==> src/rtl/addsub_seq_pkg.sv <==
// Shared ALU datapath definitions: sequencer state encoding and slice-count helper.
package alu_pkg;

  typedef enum logic [1:0] {
    IDLE = 2'd0,
    RUN  = 2'd1,
    DONE = 2'd2
  } state_t;

  function automatic int unsigned slice_count(input int unsigned width, input int unsigned chunk);
    return width / chunk;
  endfunction

endpackage

==> src/rtl/addsub_seq_if.sv <==
// Operand/result handshake bundle for the sequential adder/subtractor.
interface addsub_seq_if #(
  parameter int unsigned WIDTH = 16
);
  logic             in_valid;
  logic             in_ready;
  logic [WIDTH-1:0] a;
  logic [WIDTH-1:0] b;
  logic             sub;
  logic             cin;
  logic             out_valid;
  logic             out_ready;
  logic [WIDTH-1:0] sum;
  logic             cout;
  logic             overflow;
  logic             zero;

  modport master (
    output in_valid, a, b, sub, cin, out_ready,
    input  in_ready, out_valid, sum, cout, overflow, zero
  );

  modport slave (
    input  in_valid, a, b, sub, cin, out_ready,
    output in_ready, out_valid, sum, cout, overflow, zero
  );
endinterface

==> src/rtl/addsub_seq_ripple_slice.sv <==
// Combinational CHUNK-bit ripple adder; also exposes the carry into its MSB
// so the caller can derive signed overflow on the top slice.
module ripple_slice #(
  parameter int unsigned CHUNK = 4
) (
  input  logic [CHUNK-1:0] a,
  input  logic [CHUNK-1:0] b,
  input  logic             ci,
  output logic [CHUNK-1:0] s,
  output logic             co,
  output logic             cmsb
);

  logic c;

  always_comb begin
    s    = '0;
    c    = ci;
    cmsb = ci;
    for (int unsigned i = 0; i < CHUNK; i++) begin
      if (i == CHUNK - 1) cmsb = c;
      s[i] = a[i] ^ b[i] ^ c;
      c    = (a[i] & b[i]) | (c & (a[i] ^ b[i]));
    end
    co = c;
  end

endmodule

==> src/rtl/addsub_seq.sv <==
// Multi-cycle adder/subtractor: one CHUNK-bit slice per clock, carry rippled
// through a register, valid/ready on both sides, registered flags.
module addsub_seq
  import alu_pkg::*;
#(
  parameter int unsigned WIDTH = 16,
  parameter int unsigned CHUNK = 4
) (
  input  logic        clk,
  input  logic        rst,
  addsub_seq_if.slave bus
);

  generate
    if (CHUNK < 1 || (WIDTH % CHUNK) != 0) begin : g_bad_params
      $fatal(1, "addsub_seq: WIDTH must be a non-zero multiple of CHUNK");
    end
  endgenerate

  localparam int unsigned N  = slice_count(WIDTH, CHUNK);
  localparam int unsigned CW = (N > 1) ? $clog2(N) : 1;

  state_t           state_q, state_d;
  logic             in_ready_q, in_ready_d;
  logic             out_valid_q, out_valid_d;
  logic [WIDTH-1:0] a_q, b_q, res_q, res_d;
  logic             c_q;
  logic [CW-1:0]    cnt_q;
  logic             cout_q, ovf_q, zero_q;
  logic             load, step, last;

  logic [CHUNK-1:0] slice_s;
  logic             slice_co, slice_cmsb;

  ripple_slice #(.CHUNK(CHUNK)) u_slice (
    .a    (a_q[CHUNK-1:0]),
    .b    (b_q[CHUNK-1:0]),
    .ci   (c_q),
    .s    (slice_s),
    .co   (slice_co),
    .cmsb (slice_cmsb)
  );

  assign last  = (cnt_q == CW'(N - 1));
  // Slices are produced LSB first, so each one enters at the top and the
  // result settles into place after N shifts.
  assign res_d = (res_q >> CHUNK) | (WIDTH'(slice_s) << (WIDTH - CHUNK));

  always_comb begin
    state_d = state_q;
    load    = 1'b0;
    step    = 1'b0;
    unique case (state_q)
      IDLE: begin
        if (bus.in_valid && in_ready_q) begin
          load    = 1'b1;
          state_d = RUN;
        end
      end
      RUN: begin
        step = 1'b1;
        if (last) state_d = DONE;
      end
      DONE: begin
        if (bus.out_ready) state_d = IDLE;
      end
      default: state_d = IDLE;
    endcase
    in_ready_d  = (state_d == IDLE);
    out_valid_d = (state_d == DONE);
  end

  always_ff @(posedge clk) begin
    if (rst) begin
      state_q     <= IDLE;
      in_ready_q  <= 1'b0;
      out_valid_q <= 1'b0;
      a_q         <= '0;
      b_q         <= '0;
      res_q       <= '0;
      c_q         <= 1'b0;
      cnt_q       <= '0;
      cout_q      <= 1'b0;
      ovf_q       <= 1'b0;
      zero_q      <= 1'b0;
    end else begin
      state_q     <= state_d;
      in_ready_q  <= in_ready_d;
      out_valid_q <= out_valid_d;
      if (load) begin
        a_q   <= bus.a;
        b_q   <= bus.sub ? ~bus.b : bus.b;
        c_q   <= bus.cin ^ bus.sub;
        cnt_q <= '0;
      end else if (step) begin
        a_q   <= a_q >> CHUNK;
        b_q   <= b_q >> CHUNK;
        c_q   <= slice_co;
        res_q <= res_d;
        cnt_q <= cnt_q + CW'(1);
        if (last) begin
          cout_q <= slice_co;
          ovf_q  <= slice_cmsb ^ slice_co;
          zero_q <= (res_d == '0);
        end
      end
    end
  end

  assign bus.in_ready  = in_ready_q;
  assign bus.out_valid = out_valid_q;
  assign bus.sum       = res_q;
  assign bus.cout      = cout_q;
  assign bus.overflow  = ovf_q;
  assign bus.zero      = zero_q;

endmodule

==> src/flat_wrapper.sv <==
// flat-port wrapper written by rule: the top's interface ports become plain ports
module addsub_seq_flat import alu_pkg::*;
#(
  parameter int unsigned WIDTH = 16,
  parameter int unsigned CHUNK = 4
)
  (clk, rst, bus_in_valid, bus_a, bus_b, bus_sub, bus_cin, bus_out_ready, bus_in_ready, bus_out_valid, bus_sum, bus_cout, bus_overflow, bus_zero);
  addsub_seq_if #(.WIDTH(WIDTH)) bus_i ();
  input  logic clk;
  input  logic rst;
  input wire logic [$bits(bus_i.in_valid)-1:0] bus_in_valid;
  input wire logic [$bits(bus_i.a)-1:0] bus_a;
  input wire logic [$bits(bus_i.b)-1:0] bus_b;
  input wire logic [$bits(bus_i.sub)-1:0] bus_sub;
  input wire logic [$bits(bus_i.cin)-1:0] bus_cin;
  input wire logic [$bits(bus_i.out_ready)-1:0] bus_out_ready;
  output wire logic [$bits(bus_i.in_ready)-1:0] bus_in_ready;
  output wire logic [$bits(bus_i.out_valid)-1:0] bus_out_valid;
  output wire logic [$bits(bus_i.sum)-1:0] bus_sum;
  output wire logic [$bits(bus_i.cout)-1:0] bus_cout;
  output wire logic [$bits(bus_i.overflow)-1:0] bus_overflow;
  output wire logic [$bits(bus_i.zero)-1:0] bus_zero;
  assign bus_i.in_valid = bus_in_valid;
  assign bus_i.a = bus_a;
  assign bus_i.b = bus_b;
  assign bus_i.sub = bus_sub;
  assign bus_i.cin = bus_cin;
  assign bus_i.out_ready = bus_out_ready;
  assign bus_in_ready = bus_i.in_ready;
  assign bus_out_valid = bus_i.out_valid;
  assign bus_sum = bus_i.sum;
  assign bus_cout = bus_i.cout;
  assign bus_overflow = bus_i.overflow;
  assign bus_zero = bus_i.zero;
  addsub_seq #(.WIDTH(WIDTH), .CHUNK(CHUNK)) u_core (.clk(clk), .rst(rst), .bus(bus_i));
endmodule
==> config.mk <==
export PLATFORM = sky130hd
export DESIGN_NAME = addsub_seq_flat
export DESIGN_NICKNAME = d
export VERILOG_FILES = /design/src/rtl/addsub_seq_pkg.sv /design/src/rtl/addsub_seq_if.sv /design/src/rtl/addsub_seq_ripple_slice.sv /design/src/rtl/addsub_seq.sv /design/src/flat_wrapper.sv
export SDC_FILE = /design/constraint.sdc
export NUM_CORES = 1
export LEC_CHECK = 0
export ABC_AREA = 1
export CAP_MARGIN = 40
export CORE_UTILIZATION = 40
export DETAILED_ROUTE_END_ITERATION = 10
export PLACE_DENSITY = 0.65
export SLEW_MARGIN = 40
export SYNTH_ARGS = -nofsm -noshare
export SYNTH_HDL_FRONTEND = slang
export SYNTH_HIERARCHICAL = 1
export SYNTH_SLANG_ARGS = --single-unit
==> constraint.sdc <==
create_clock -name clk -period 4.35 [get_ports clk]
set_clock_uncertainty 0.15 [all_clocks]
set_input_delay 0.87 -clock clk [delete_from_list [all_inputs] [get_ports clk]]
set_output_delay 0.87 -clock clk [all_outputs]
set_load 0.01 [all_outputs]
==> results by group <==
CTS
  • Clock H-tree levels: 3
  • Root buffer cell: sky130_fd_sc_hd__clkbuf_8
  • Clock-pin transition on the worst setup and hold timing paths: 0.06 ns
  • Clock sink count: 58
  • Hold-fix buffers at CTS: 0
  • CTS tree: yes
  • # resized after CTS: 0
  • Maximum buffer depth of the clock tree: 2
  • Post CTS Setup Buffer Count: 0
  • Cts bufs inserted: 9
  • Clock Latency Late Sink: 0.33 ns

Yosys
  • Number of synthesized flops with an enable pin: 0
  • Yosys top cell area share: 41.5%
  • Post-synthesis area per instance: 7.43 um2
  • Most numerous cell types in the synthesized netlist: sky130_fd_sc_hd__nand2_1 (103), sky130_fd_sc_hd__nor2_1 (66), sky130_fd_sc_hd__dfxtp_1 (58)
  • Cell taking the most area after synthesis: sky130_fd_sc_hd__dfxtp_1
  • Post-Synthesis Cell Area: 2800 um2
  • Sequential-to-total area share from yosys stat: 41.5%
  • Number of different library cells in the post-synthesis netlist: 26
  • Mapped Nets: 420
  • Fraction of synthesis flops using an asynchronous set or reset pin: 0%
  • Cell types occupying the most area after synthesis: sky130_fd_sc_hd__dfxtp_1 (41%), sky130_fd_sc_hd__nand2_1 (14%), sky130_fd_sc_hd__nor2_1 (8.8%)
  • Synth warn: 6
  • Prevailing post-synth register cell: sky130_fd_sc_hd__dfxtp_1
  • Cell count after synthesis: 377
  • Most common cell in the netlist: sky130_fd_sc_hd__nand2_1
  • FF+latch count, synth: 58

Detailed routing
  • Number of design rule violations left after detail routing: 0
  • Overall routed net length: 5490 um
  • Initial detailed-routing violation count: 72
  • Vias after detailed routing: 2,399
  • DR WL/cell: 10.4 um
  • Post-DRT Antenna Nets: 0
  • Via-to-Cell Ratio: 4.54
  • TritonRoute pass-1 iters: 4

Finish
  • Synthesis-to-finish area growth: 27.4%
  • Number of inserted diodes: 0
  • Final core utilization: 52.5%
  • Final net count: 470
  • Ratio of cells with drive above 1 in the final layout: 12.0%

GRT
  • Wire length of the first global-routing pass: 9620 um
  • Largest net degree at the start of global routing: 51
  • Remaining Overflow, GRT: 0
  • Vias in the first global route: 2,229
  • Number of antenna violations at the first check in global routing: 0
  • All-Layer GR Usage: 16.6%

Worst setup path
  • CP Data Required Time: 4.46 ns
  • WP data arrival: 2.69 ns
  • Max stage delay on crit path: 0.43 ns
  • Cell with the most instances on the worst path: sky130_fd_sc_hd__fa_1
  • CP endpoint kind: flop
  • Maximum fanout encountered on the critical timing path: 2
  • Worst reg2reg startpoint: u_core/a_q[0]
  • Worst setup SP type: flop
  • Reg-to-reg endpoint: u_core/bus.zero
  • Register-to-Register Path Depth: 11
  • Crit path cell chain: fa_1 > inv_1 > fa_1 > fa_1 > inv_1 > fa_1 > nor2_1 > nand2_1 > nor2_1 > nand3_1 > a21oi_1
  • Class of the most critical setup path: flop to flop
  • Launching element of the worst setup path: u_core/a_q[0]
  • Setup crit end: u_core/bus.zero
  • Register-to-Register Setup Slack: 1.76 ns
  • Highest-delay cell along the critical path: sky130_fd_sc_hd__fa_1

STA
  • Number of endpoints with negative hold slack in the final report: 0
  • Worst slew margin relative to its limit: 60.7%
  • Pin slew with the least headroom to its limit: 0.590 ns
  • Portion of the clock cycle consumed by the worst path in the final layout: 59.4%
  • Maximum clock frequency: 0.387 GHz
  • Final setup TNS: 0 ns
  • Max Transition Viols Final: 0
  • Final setup violation count: 0
  • Final critical delay including setup and external delays: 2.59 ns
  • Unrepaired setup endpoints after global routing: no

Pwr
  • Areal power density over the cells: 360 nW/um2
  • Peak supply drop: 0.000207 V
  • Static leakage power: 0.00139 uW

Floorplan
  • Starting utilization of the core area: 41.2%
  • Area of the core: 6790 um2
  • Height of the chip: 85.7 um
  • Area enclosed by the die boundary: 7340 um2
  • Die boundary width: 85.7 um
  • Count of boundary I/O pins: 59
  • Number of placement rows: 30

Placed design
  • Port Buffer Count: 58
  • Sum of net half-perimeters after detailed placement: 3570 um
  • Final weighted congestion in routability-driven placement: 0.734

Min path
  • Hold/Removal Path Class: flop to flop

Status
  • Run status: complete, no violations

Job
  • Max-Cap Viols: 0
[worst max-delay path, delay by kind of cell, from the launching register on]
family                     cells  cell delay, ns
AOI/OAI and AO/OA              1            0.12
adders and majority gates      4            1.36
buffers and inverters          2            0.15
DFF                            1            0.37
and+or+nand+nor                4            0.36
[report_power, final]
part           internal, uW  switching, uW  total (uW)
Sequential              565           23.2         588
Clock                   284            196         480
Combinational           102            116         217
Total                   950            335        1290
[worst min-delay path by stage]
stage,start,end,slack (ns),depth (start not counted)
2_1_floorplan,u_core/a_q[15],u_core/a_q[15],0.30,2
4_1_cts,u_core/a_q[12],u_core/a_q[12],0.32,2
6_report,u_core/bus.zero,u_core/bus.zero,0.32,2
3_3_place_gp,u_core/a_q[12],u_core/a_q[12],0.31,2
3_5_place_dp,u_core/a_q[12],u_core/a_q[12],0.31,2
5_1_grt,u_core/a_q[13],u_core/a_q[13],0.35,2
[flip-flops by register name, summed over array words and instances, names as in the netlist]
name,cells
u_core/bus.in_ready,1
u_core/bus.sum,16
u_core/bus.zero,1
u_core/a_q,16
u_core/c_q,1
u_core/bus.out_valid,1
u_core/cnt_q,2
u_core/bus.overflow,1
u_core/b_q,16
u_core/state_q,2
u_core/bus.cout,1
[layout make-up]
class                      count  area [um2]
fill                         711        3230
multi-input combinational    271        1400
sequential                    58        1160
timing repair buffer          60         586
clock buffer                  15         196
tap                           96         120
inverter                      27         104
clock inverter                 1        5.00
[kinds of logic (layout without fill, tap and decap cells)]
family,Yosys count,after routing,synth area share (%)
AND/OR/NAND/NOR,188,188,27.1
AO/OA/AOI/OAI,59,59,13.5
flip-flops,58,58,41.5
buffers and inverters,48,103,8.71
XOR/XNOR,19,19,5.94
adder cells (fa/ha/maj),5,5,3.31
[per-layer routing]
| layer | part of all wire (%) | vias up | track usage [%] |
|---|---|---|---|
| met5 | 0 | - | 0 |
| li1 | - | 1265 | - |
| met4 | 2.0 | 0 | 8.18 |
| met2 | 47 | 48 | 29.2 |
| met1 | 47 | 1076 | 19.2 |
| met3 | 3.9 | 10 | 3.46 |
[cell usage in the layout (no fill, tap or decap), drive strengths merged, types with 3 or more instances in the layout]
cell / count
xor2: 19
nor3: 3
clkdlybuf4s50: 56
inv: 27
nand3: 10
dfxtp: 58
nor2: 66
nand2: 108
buf: 4
clkbuf: 15
fa: 4
a21oi: 40
o21ai: 18
[stage by stage]
stage	cells	instance area, um2	worst slack (ns)	hold slack, ns	power, uW
floorplan	377	2800	1.96	0.297	742
global placement	512	3370	1.72	0.307	816
detailed placement	512	3370	1.73	0.308	819
CTS	528	3570	1.78	0.319	1300
global route	528	3570	1.54	0.345	1360
finish	528	3570	1.76	0.317	1290
(Power assumes the default switching activity.)
